--- src/rtl/stop_watch_pkg.sv ---
`default_nettype none
// +----------------------------------------------------------------------+
// | stop_watch_pkg                                                       |
// | Mode encoding and mode-sequencing helper for the lap stopwatch.      |
// | Revision: 1.0                                                        |
// +----------------------------------------------------------------------+
package stop_watch_pkg;

    typedef enum logic [2:0] {
        IDLE    = 3'b100,
        CLEAR   = 3'b010,
        RUNNING = 3'b001
    } mode_t;

    function automatic mode_t next_mode(input mode_t m);
        case (m)
            IDLE:    return CLEAR;
            CLEAR:   return RUNNING;
            default: return IDLE;
        endcase
    endfunction

endpackage
`default_nettype wire

--- src/rtl/button_sync_edge.sv ---
`default_nettype none
// +----------------------------------------------------------------------+
// | button_sync_edge                                                     |
// | Two-flop synchroniser followed by a single-cycle rising-edge pulse.  |
// | Revision: 1.0                                                        |
// +----------------------------------------------------------------------+
module button_sync_edge (
    input  logic clk,
    input  logic rst_i,
    input  logic btn_i,
    output logic pulse_o
);

    logic sync1_q;
    logic sync2_q;
    logic prev_q;

    always_ff @(posedge clk) begin
        if (rst_i) begin
            sync1_q <= 1'b0;
            sync2_q <= 1'b0;
            prev_q  <= 1'b0;
        end else begin
            sync1_q <= btn_i;
            sync2_q <= sync1_q;
            prev_q  <= sync2_q;
        end
    end

    assign pulse_o = sync2_q & ~prev_q;

endmodule
`default_nettype wire

--- src/rtl/stop_watch_lap.sv ---
`default_nettype none
// +----------------------------------------------------------------------+
// | stop_watch_lap                                                       |
// | Seconds stopwatch with IDLE/CLEAR/RUNNING modes and a lap FIFO.      |
// | Revision: 1.0                                                        |
// +----------------------------------------------------------------------+
module stop_watch_lap
    import stop_watch_pkg::*;
#(
    parameter int TIME_W        = 5,
    parameter int TICKS_PER_SEC = 100,
    parameter int LAP_DEPTH     = 4,
    parameter int WRAP          = 1
) (
    input  logic                         clk,
    input  logic                         rst_i,
    input  logic                         button_i,
    input  logic                         lap_i,
    input  logic                         lap_rd_i,
    output logic [2:0]                   state,
    output logic [TIME_W-1:0]            time_o,
    output logic [TIME_W-1:0]            lap_o,
    output logic                         lap_valid_o,
    output logic [$clog2(LAP_DEPTH):0]   lap_count_o,
    output logic                         overflow_o,
    output logic                         lap_drop_o
);

    localparam int PW = $clog2(TICKS_PER_SEC);
    localparam int AW = $clog2(LAP_DEPTH);
    localparam int CW = AW + 1;
    localparam logic [PW-1:0]     PRESC_MAX = PW'(TICKS_PER_SEC - 1);
    localparam logic [TIME_W-1:0] TIME_MAX  = '1;
    localparam logic [CW-1:0]     FULL_CNT  = CW'(LAP_DEPTH);

    mode_t             state_q, state_d;
    logic [PW-1:0]     presc_q, presc_d;
    logic [TIME_W-1:0] time_q, time_d;
    logic              ovf_q, ovf_d;
    logic              drop_q, drop_d;
    logic [AW-1:0]     rd_ptr_q, rd_ptr_d;
    logic [AW-1:0]     wr_ptr_q, wr_ptr_d;
    logic [CW-1:0]     count_q, count_d;
    logic [TIME_W-1:0] mem_q [LAP_DEPTH];

    logic btn_evt;
    logic lap_evt;
    logic full;
    logic push;
    logic pop;
    logic push_ok;
    logic tick;

    button_sync_edge u_btn_sync (
        .clk     (clk),
        .rst_i   (rst_i),
        .btn_i   (button_i),
        .pulse_o (btn_evt)
    );

    button_sync_edge u_lap_sync (
        .clk     (clk),
        .rst_i   (rst_i),
        .btn_i   (lap_i),
        .pulse_o (lap_evt)
    );

    assign lap_valid_o = (count_q != '0);
    assign full        = (count_q == FULL_CNT);
    assign push        = lap_evt & (state_q == RUNNING);
    assign pop         = lap_rd_i & lap_valid_o;
    // A full FIFO still accepts a push when the head leaves on the same edge.
    assign push_ok     = push & (~full | pop);

    always_ff @(posedge clk) begin
        if (rst_i) begin
            state_q <= IDLE;
        end else begin
            state_q <= state_d;
        end
    end

    always_comb begin
        state_d = state_q;
        if (btn_evt) begin
            state_d = next_mode(state_q);
        end
    end

    always_comb begin
        presc_d  = '0;
        time_d   = time_q;
        ovf_d    = ovf_q;
        rd_ptr_d = rd_ptr_q;
        wr_ptr_d = wr_ptr_q;
        count_d  = count_q;
        drop_d   = push & full & ~pop;
        tick     = 1'b0;

        if (state_q == RUNNING) begin
            if (presc_q == PRESC_MAX) begin
                tick = 1'b1;
            end else begin
                presc_d = presc_q + PW'(1);
            end
        end

        if (tick) begin
            if (time_q != TIME_MAX) begin
                time_d = time_q + TIME_W'(1);
            end else if (WRAP != 0) begin
                time_d = '0;
            end else begin
                ovf_d = 1'b1;
            end
        end

        if (pop) begin
            rd_ptr_d = rd_ptr_q + AW'(1);
        end
        if (push_ok) begin
            wr_ptr_d = wr_ptr_q + AW'(1);
        end
        case ({push_ok, pop})
            2'b10:   count_d = count_q + CW'(1);
            2'b01:   count_d = count_q - CW'(1);
            default: count_d = count_q;
        endcase

        // Keying on the next mode makes time_o read zero throughout CLEAR.
        if (state_d == CLEAR) begin
            presc_d  = '0;
            time_d   = '0;
            ovf_d    = 1'b0;
            rd_ptr_d = '0;
            wr_ptr_d = '0;
            count_d  = '0;
        end
    end

    always_ff @(posedge clk) begin
        if (rst_i) begin
            presc_q  <= '0;
            time_q   <= '0;
            ovf_q    <= 1'b0;
            drop_q   <= 1'b0;
            rd_ptr_q <= '0;
            wr_ptr_q <= '0;
            count_q  <= '0;
        end else begin
            presc_q  <= presc_d;
            time_q   <= time_d;
            ovf_q    <= ovf_d;
            drop_q   <= drop_d;
            rd_ptr_q <= rd_ptr_d;
            wr_ptr_q <= wr_ptr_d;
            count_q  <= count_d;
        end
    end

    always_ff @(posedge clk) begin
        if (!rst_i && push_ok) begin
            mem_q[wr_ptr_q] <= time_q;
        end
    end

    assign state       = state_q;
    assign time_o      = time_q;
    assign lap_o       = lap_valid_o ? mem_q[rd_ptr_q] : '0;
    assign lap_count_o = count_q;
    assign overflow_o  = ovf_q;
    assign lap_drop_o  = drop_q;

endmodule
`default_nettype wire
--- config.mk ---
export PLATFORM = sky130hd
export DESIGN_NAME = stop_watch_lap
export DESIGN_NICKNAME = d
export VERILOG_FILES = /design/src/rtl/stop_watch_pkg.sv /design/src/rtl/button_sync_edge.sv /design/src/rtl/stop_watch_lap.sv
export SDC_FILE = /design/constraint.sdc
export NUM_CORES = 1
export LEC_CHECK = 0
export ABC_AREA = 1
export BUFFER_PORTS_ARGS = -buffer_cell sky130_fd_sc_hd__buf_2
export CORE_ASPECT_RATIO = 0.75
export CORE_MARGIN = 2
export CORE_UTILIZATION = 40
export CTS_CLUSTER_DIAMETER = 60
export DETAILED_ROUTE_END_ITERATION = 7
export PLACE_DENSITY = 0.66
export SYNTH_ARGS = -nofsm -noshare
export SYNTH_HDL_FRONTEND = slang
export SYNTH_SLANG_ARGS = --single-unit
--- constraint.sdc ---
create_clock -name clk -period 3.7 [get_ports clk]
set_clock_uncertainty 0.05 [all_clocks]
set_input_delay 0.185 -clock clk [delete_from_list [all_inputs] [get_ports clk]]
set_output_delay 0.185 -clock clk [all_outputs]
set_load 0.01 [all_outputs]
==> flow_summary_export.csv, run 1 <==
group,metric,value,unit
global_route,grt_pass1_wl,6.63,mm
synthesis,async_flop_share,0,%
pwr,p_switching,0.000517,W
pwr,power_density,556,nW/um2
global_route,grt_start_max_net_pins,19,
detailed_routing,dr.pass1.iters,4,
pwr,p_seq_share,45.3,%
clocking,cts_resized,0,
synthesis,synth.avg_cell_area,9.17,um2
critical_path,reg2regPathDepth,10,
clocking,h-tree-depth,2,
global_route,grt_pass1_vias,1429,
synthesis,syn_area,2300,um2
clocking,cts_tree,"built",
clocking,clock_latency,0.30,ns
placed_design,dp.cells,344,
synthesis,ys.flop_type,"dfxtp_1",
finish,final_common_cell,"nor2_1",
critical_path,worstPathMaxFanout,11,
synthesis,synth-seq-cells,51,
clocking,cts.reportedPaths.clkPinSlew,0.10,ns
finish,syn_to_final_growth,11.6,%
sta,period_needed,1.83,ns
sta,fin_crit_sh,49.5,%
finish,final_area,2570,um2
pwr,combPwrFrac,31.3,%
detailed_routing,wl_per_cell,11.2,um
finish,final_util,47.2,%
sta,setup_violations,0,
sta,rsz0062_at_grt,"false",
placed_design,io_buffers,22,
detailed_routing,wl,3.96,mm
critical_path,critical_path_class,"reg -> out",
floorplanning,fp.dieArea,6380,um2
detailed_routing,drt_iter0_markers,67,
global_route,antenna_found_initial,0,
placed_design,dp_hpwl,2.87,mm
finish,insertedDiodeCount,0,
sta,hold_viol,0,
pwr,power_frac_clock,23.3,%
synthesis,synth_top_cell_area_share,27.0,%
sta,setup_tns,0,ns
floorplanning,die_width,91.6,um
min_path,min_from,"button_i",
min_path,holdPathEnd,"u_btn_sync.sync1_q",
critical_path,required,3.46,ns
detailed_routing,drc,0,
synthesis,ys_seq_area_share,53.1,%
finish,final_cell_mix,"45 x nor2_1, 32 x inv_1, 31 x dfxtp_1, 30 x nand2_1, 22 x buf_2",
global_route,track_usage,13.0,%
critical_path,critPathArrivalTime,1.59,ns
finish,multiInputGateArea,903,um2
floorplanning,die_h,69.7,um
critical_path,cp-end-kind,"output pin",
finish,fill_cells,533,
sta,whs,0.0251,ns
floorplanning,start_util,42.3,%
status,status,"finished clean",
sta,fmax,546,MHz
critical_path,reg2reg_to,"lap_count_o[2]",
floorplanning,num_io_pins,24,
clocking,cts-root-buf,"clkbuf_8",
clocking,cts_inserted_buffers,5,
clocking,ctsLongestPathBuffers,2,
synthesis,synthTopCellsByArea,"dfxtp_1 27%, edfxtp_1 26%, nor2_1 7.3%",
pwr,internal-power,0.000911,W
critical_path,r2r_slack,1.90,ns
finish,final_cells,352,
min_path,hp-class,"in -> reg",
synthesis,syn_nets,264,
placed_design,placed_area,2470,um2
sta,drv_slew,0,
floorplanning,core.rowCount,23,
pwr,leakagePower,0.993,nW
detailed_routing,vias_per_cell,4.54,
floorplanning,fp.coreArea,5440,um2
critical_path,critPathLaunchType,"flop",
flow_run,cap_violations,0,
synthesis,synth_edf_count,20,
clocking,clock-sinks,51,
critical_path,r2r-start,"state[1]",
finish,seq_area,1220,um2
pwr,sw_frac_of_total,36.2,%
min_path,hold_path_depth,3,
synthesis,ys_types,30,
synthesis,syn_inst,251,
detailed_routing,antenna_left,0,
synthesis,synth.largest_area_cell,"dfxtp_1",
detailed_routing,vias,1598,
finish,layout-drive-gt1-share,23.5,%
clocking,cts_hold_buf,0,
global_route,grt_remaining_overflow,0,
finish,num-nets-final,289,
pwr,ir_drop,0.000207,V
placed_design,gp_congestion,0.771,
synthesis,yosys_warnings,0,
clocking,postCtsSetupBuffers,0,
## cell usage after synthesis (2+ instances only)
library cell,n
dfxtp_1,31
a21oi_2,8
o21ai_0,11
nor2_4,4
a21oi_1,9
xor2_1,4
nand2_4,2
nor3_1,3
nor2_1,45
nand2_1,30
buf_4,2
nand3_1,14
nand4_1,2
ha_1,7
nor2_2,3
inv_1,32
nand2_2,6
edfxtp_1,20
inv_2,5
nand3_2,3
## flip-flops by register name, summed over array words and instances (netlist names), 2 cells and up, named ones only
signal / count
lap_count_o: 3
mem_q: 20
presc_q: 7
rd_ptr_q: 2
state: 3
time_o: 5
wr_ptr_q: 2
## logic make-up (layout without fill, tap and decap cells)
family,Yosys count,count (layout),synth area share [%]
AO/OA/AOI/OAI,30,30,7.99
XOR/XNOR,4,4,1.52
adder cells (fa/ha/maj),8,8,4.68
buffers and inverters,42,68,7.67
flip-flops,51,51,53.1
other,1,1,0.163
AND/OR/NAND/NOR,115,115,24.9
## worst max-delay path, stage by stage, from the launching register on
cell,delay [ns]
dfxtp_1,0.56
inv_1,0.24
o21ai_0,0.24
a21oi_1,0.11
buf_2,0.15
## per-layer routing
| metal | wire [um] | global-route usage [%] | vias up |
|---|---|---|---|
| met5 | 0 | 0 | - |
| li1 | - | - | 854 |
| met2 | 1760 | 19.6 | 22 |
| met3 | 128 | 3.48 | 4 |
| met4 | 35 | 4.04 | 0 |
| met1 | 2030 | 18.1 | 718 |
## area by class of cell
| class | instances | area share (%) |
|---|---|---|
| clock inverter | 3 | 1.02 |
| inverter | 38 | 5.65 |
| timing repair buffer | 22 | 4.29 |
| sequential | 51 | 47.5 |
| multi-input combinational | 158 | 35.2 |
| tap | 75 | 3.65 |
| clock buffer | 5 | 2.68 |
## worst max-delay path by stage
stage                   from        endpoint
floorplan           state[1]  lap_count_o[2]
global placement    state[1]  lap_count_o[2]
detailed placement  state[1]  lap_count_o[2]
CTS                     flop        lap_o[0]
global route            flop        lap_o[1]
finish                  flop        lap_o[2]
## power by group through the flow
stage,clock (W),combinational (W),sequential (W)
6_report,0.000333,0.000447,0.000648
5_1_grt,0.000365,0.000498,0.000655
4_1_cts,0.000344,0.000447,0.000648
3_5_place_dp,0,0.000447,0.000660
3_3_place_gp,0,0.000442,0.000660
2_1_floorplan,0,0.000315,0.000652
## per-stage QoR
step	worst slack [ns]	power (W)
3_3_place_gp	1.99	0.00110
5_1_grt	1.66	0.00152
6_report	1.87	0.00143
2_1_floorplan	2.02	0.000967
3_5_place_dp	1.94	0.00111
4_1_cts	1.85	0.00144
(Power assumes the default switching activity.)
==> inputs of run 2 (changes only) <==
==> constraint.sdc (replaced) <==
create_clock -name clk -period 1.8 [get_ports clk]
set_clock_uncertainty 0.05 [all_clocks]
set_input_delay 0.09 -clock clk [delete_from_list [all_inputs] [get_ports clk]]
set_output_delay 0.09 -clock clk [all_outputs]
set_load 0.01 [all_outputs]
==> run 2 against run 1 <==
Power is 110% higher. Flip-flop and latch count stayed put. Via count is 0.44% higher. Final cell count is 2.8% higher. Clock power is 110% higher. Combinational power is 110% higher. First-iteration DRC count is 31% higher. Cell area is 3.4% higher. Global-route usage is 0.28 points higher. Critical path type is now reg -> reg. Largest power group unchanged.
==> flow_summary_export.csv, run 2 (synthesized netlist as in run 1, its figures left out) <==
group,metric,value,unit
sta,drv_slew,0,
sta,setup_tns,0,ns
sta,rsz0062_at_grt,"false",
status,status,"finished clean",
critical_path,cp-end-kind,"flop",
finish,syn_to_final_growth,15.4,%
critical_path,worstPathMaxFanout,3,
floorplanning,num_io_pins,24,
detailed_routing,vias_per_cell,4.43,
floorplanning,fp.coreArea,5440,um2
sta,fmax,602,MHz
placed_design,dp_hpwl,2.85,mm
critical_path,r2r_slack,0.14,ns
sta,period_needed,1.66,ns
critical_path,reg2regPathDepth,10,
clocking,ctsLongestPathBuffers,2,
sta,whs,0.0298,ns
pwr,leakagePower,1.04,nW
detailed_routing,wl_per_cell,10.7,um
detailed_routing,drt_iter0_markers,88,
global_route,antenna_found_initial,0,
finish,largest_register_ffs,20,
sta,hold_viol,0,
finish,num-nets-final,299,
global_route,grt_pass1_wl,6.88,mm
detailed_routing,drc,0,
detailed_routing,vias,1605,
clocking,cts.reportedPaths.clkPinSlew,0.10,ns
floorplanning,start_util,42.3,%
detailed_routing,dr.pass1.iters,4,
flow_run,cap_violations,0,
sta,fin_crit_sh,92.3,%
pwr,ir_drop,0.000400,V
critical_path,required,1.96,ns
finish,final_cell_mix,"45 x nor2_1, 32 x inv_1, 30 x nand2_1, 28 x dfxtp_1, 22 x buf_2",
clocking,h-tree-depth,2,
critical_path,critical_path_class,"reg -> reg",
clocking,cts_inserted_buffers,5,
detailed_routing,wl,3.89,mm
floorplanning,die_h,69.7,um
critical_path,critPathLaunchType,"flop",
floorplanning,fp.dieArea,6380,um2
clocking,clock-sinks,51,
finish,largest_register,"mem_q",
sta,setup_violations,0,
detailed_routing,antenna_left,0,
finish,final_common_cell,"nor2_1",
floorplanning,die_width,91.6,um
critical_path,reg2reg_to,"lap_count_o[2]",
clocking,cts-root-buf,"clkbuf_8",
pwr,power_density,1120,nW/um2
placed_design,io_buffers,22,
critical_path,critPathArrivalTime,1.82,ns
min_path,hp-class,"in -> reg",
global_route,grt_remaining_overflow,0,
critical_path,crit_end,"lap_count_o[2]",
global_route,grt_pass1_vias,1518,
finish,insertedDiodeCount,0,
critical_path,crit_path_start,"state[2]",
global_route,grt_start_max_net_pins,19,
floorplanning,core.rowCount,23,
placed_design,gp_congestion,0.762,
clocking,cts_tree,"built",
global_route,track_usage,13.3,%
critical_path,r2r-start,"state[2]",
clocking,clock_latency,0.30,ns
finish,layout-drive-gt1-share,26.5,%
finish,fill_cells,500,
[run 2: cell types whose count changed in the layout (fill, tap and decap cells not counted)]
cell           delta
inv_6             -2
clkinv_4          +1
buf_4             +8
dlygate4sd3_1     +2
inv_8             +1
dfxtp_1           -3
dfxtp_2           +3
[run 2: area by class of cell]
cell class,count,area [um2],area share (%)
multi-input combinational,158,903,34.0
clock inverter,3,28.8,1.08
tap,75,93.8,3.53
clock buffer,5,68.8,2.59
inverter,38,145,5.47
timing repair buffer,32,190,7.16
sequential,51,1220,46.1
[run 2: through the flow]
| stage | setup slack [ns] | area (um2) | utilization [%] | instances | total power (W) |
|---|---|---|---|---|---|
| final | 0.139 | 2660 | 48.8 | 362 | 0.00296 |
| after global placement | 0.151 | 2530 | 46.6 | 352 | 0.00229 |
| after detailed placement | 0.0905 | 2530 | 46.6 | 352 | 0.00230 |
| after CTS | 0.0774 | 2650 | 48.7 | 362 | 0.00299 |
| after global routing | 0.0114 | 2660 | 48.8 | 362 | 0.00316 |
| after floorplan | 0.121 | 2300 | - | 251 | 0.00199 |
[run 2: per-layer routing]
layer  vias to the layer above  wire (um)  GRT usage (%)
met5                         -          0              0
met3                         2        166           3.48
met4                         0         17           3.87
met2                        23       1760           21.4
li1                        869          -              -
met1                       711       1940           17.5
[run 2: worst max-delay path, cell delays in order, from the launching register on]
cell and delay, ns:
dfxtp_2 0.36, inv_2 0.06, nand3_4 0.11, inv_2 0.06, nand2_2 0.10, nand2_4 0.06
fa_1 0.38, inv_1 0.06, nand4_1 0.11, a21oi_1 0.15, nor2_1 0.06
[run 2: worst min path at each step]
| stage | start | end | slack, ns | depth (start not counted) |
|---|---|---|---|---|
| after floorplan | button_i | u_btn_sync.sync1_q | 0.15 | 2 |
| after detailed placement | button_i | u_btn_sync.sync1_q | 0.25 | 3 |
| after CTS | rst_i | u_btn_sync.sync1_q | 0.02 | 2 |
| after global placement | button_i | u_btn_sync.sync1_q | 0.24 | 3 |
| after global routing | rst_i | u_lap_sync.sync2_q | 0.03 | 2 |
| final | rst_i | u_lap_sync.sync2_q | 0.03 | 2 |
[run 2: repair_timing]
action | in CTS | in global routing
hold buffers | 2 | 0
gates resized for setup | 0 | 3
setup buffers | 0 | 0
endpoints found under the setup margin | 0 | 1
hold endpoints to repair | 2 | 0
[run 2: power by group]
part           internal [W]  switching, W
logic              0.000353      0.000598
clock network      0.000288      0.000396
registers           0.00126     0.0000632
total               0.00190       0.00106
==> inputs of run 3 (changes only) <==
==> constraint.sdc (replaced) <==
create_clock -name clk -period 1.81 [get_ports clk]
set_clock_uncertainty 0.05 [all_clocks]
set_input_delay 0.0905 -clock clk [delete_from_list [all_inputs] [get_ports clk]]
set_output_delay 0.0905 -clock clk [all_outputs]
set_load 0.01 [all_outputs]
==> run 3 against run 2 <==
Sequential power hardly changed. Die area did not move. Sequential share of layout area barely moved. Register-to-register slack got worse by 0.02 ns. Combinational power fell by 0.8%. Largest power group unchanged. Cell area down 0.14%. Clock power fell by 6.3%. Critical path depth unchanged.
==> flow_summary_export.csv, run 3 (synthesized netlist as in run 1, its figures left out) <==
group,metric,value,unit
status,status,"finished clean",
detailed_routing,antenna_left,0,
floorplanning,fp.dieArea,6380,um2
sta,rsz0062_at_grt,"false",
detailed_routing,vias_per_cell,4.52,
detailed_routing,wl,3.90,mm
min_path,hold_path_depth,2,
sta,hold_viol,0,
critical_path,worstPathMaxFanout,4,
finish,num-nets-final,300,
sta,setup_tns,0,ns
critical_path,path_depth,10,
global_route,grt_remaining_overflow,0,
finish,largest_register,"mem_q",
floorplanning,num_io_pins,24,
critical_path,reg2regPathDepth,10,
critical_path,worst-path-buf-inv,2,
pwr,ir_drop,0.000354,V
finish,insertedDiodeCount,0,
finish,largest_register_ffs,20,
finish,syn_to_final_growth,15.2,%
global_route,grt_start_max_net_pins,17,
detailed_routing,vias,1642,
floorplanning,die_width,91.6,um
placed_design,placed_area,2540,um2
detailed_routing,drt_iter0_markers,81,
clocking,cts.reportedPaths.clkPinSlew,0.09,ns
global_route,antenna_found_initial,0,
sta,setup_violations,0,
floorplanning,core.rowCount,23,
pwr,power_density,1090,nW/um2
critical_path,critPathTopFamily,"simple AND/OR/NAND/NOR gates",
floorplanning,die_h,69.7,um
critical_path,critical_path_class,"reg -> reg",
placed_design,io_buffers,22,
finish,fill_cells,507,
critical_path,slowest_delay,0.39,ns
critical_path,critPathArrivalTime,1.84,ns
finish,final_cell_mix,"45 x nor2_1, 32 x inv_1, 30 x nand2_1, 29 x dfxtp_1, 22 x buf_2",
critical_path,critPathLaunchType,"flop",
pwr,leakagePower,1.04,nW
global_route,track_usage,13.4,%
placed_design,gp_congestion,0.746,
placed_design,dp_hpwl,2.89,mm
clocking,clock_latency,0.30,ns
sta,fin_crit_sh,93.2,%
finish,final_common_cell,"nor2_1",
critical_path,required,1.96,ns
critical_path,crit_chain,"nor2_1, nand2_2, nand2_4, inv_4, nand2_4, fa_1, inv_1, nand4_1, a21oi_1, nor2_1",
clocking,ctsLongestPathBuffers,2,
sta,fmax,593,MHz
critical_path,cp_slowest_cell,"fa_1",
global_route,grt_pass1_vias,1528,
floorplanning,start_util,42.3,%
clocking,cts_tree,"built",
sta,period_needed,1.69,ns
detailed_routing,wl_per_cell,10.7,um
sta,drv_slew,0,
finish,final_area,2650,um2
clocking,cts_inserted_buffers,5,
critical_path,cp-end-kind,"flop",
finish,layout-drive-gt1-share,26.4,%
clocking,h-tree-depth,2,
global_route,grt_pass1_wl,6.87,mm
clocking,cts-root-buf,"clkbuf_8",
detailed_routing,drc,0,
floorplanning,fp.coreArea,5440,um2
detailed_routing,dr.pass1.iters,4,
clocking,clock-sinks,51,
min_path,hp-class,"in -> reg",
flow_run,cap_violations,0,
-- run 3: metal layers --
layer | wire length [um] | track usage [%] | vias to the layer above
li1 | - | - | 867
met1 | 1950 | 17.8 | 751
met2 | 1790 | 21.3 | 22
met3 | 132 | 4.13 | 2
met4 | 23 | 3.54 | 0
met5 | 0 | 0 | -
-- run 3: through the flow --
stage | total power, W | hold slack, ns | std cells | setup slack, ns | utilization (%)
2_1_floorplan | 0.00198 | 0.147 | 251 | 0.131 | -
3_3_place_gp | 0.00228 | 0.243 | 353 | 0.163 | 46.7
3_5_place_dp | 0.00229 | 0.249 | 353 | 0.0910 | 46.7
4_1_cts | 0.00294 | 0.0243 | 363 | 0.0772 | 48.7
5_1_grt | 0.00311 | 0.0340 | 363 | 0.00567 | 48.7
6_report | 0.00290 | 0.0284 | 363 | 0.122 | 48.7
-- run 3: where the power goes --
part / leakage, nW / internal [W] / switching [W]
Clock: 0.0445 / 0.000271 / 0.000371
Sequential: 0.437 / 0.00125 / 0.0000605
Combinational: 0.562 / 0.000355 / 0.000588
-- run 3: final timing paths --
path | start | end | slack [ns]
worst min register to register | u_lap_sync.sync1_q | u_lap_sync.sync2_q | 0.36
worst max register to register | lap_count_o[0] | lap_count_o[2] | 0.12
worst max-delay path | lap_count_o[0] | lap_count_o[2] | 0.12
worst min-delay path | rst_i | state[1] | 0.03
-- run 3: layout make-up --
cell class	instances	area (um2)	area share [%]
Tap cell	75	93.8	3.54
Clock inverter	3	18.8	0.708
Sequential cell	51	1220	46.2
Clock buffer	5	68.8	2.60
Multi-Input combinational cell	158	903	34.1
Timing Repair Buffer	33	198	7.46
Inverter	38	145	5.47
-- run 3: worst register-to-register path: cells and delay by family, from the launching register on --
kind / cells / cell delay [ns]
adders and majority gates: 1 / 0.39
DFF: 1 / 0.38
and+or+nand+nor: 6 / 0.48
AOI/OAI and AO/OA: 1 / 0.15
buffers and inverters: 2 / 0.15
-- run 3: timing repair --
item | CTS | global route
buffers inserted | 0 | 0
setup endpoints to repair | 0 | 1
gates resized for setup | 0 | 2
hold buffers | 2 | 0
endpoints found under the hold margin | 2 | 0
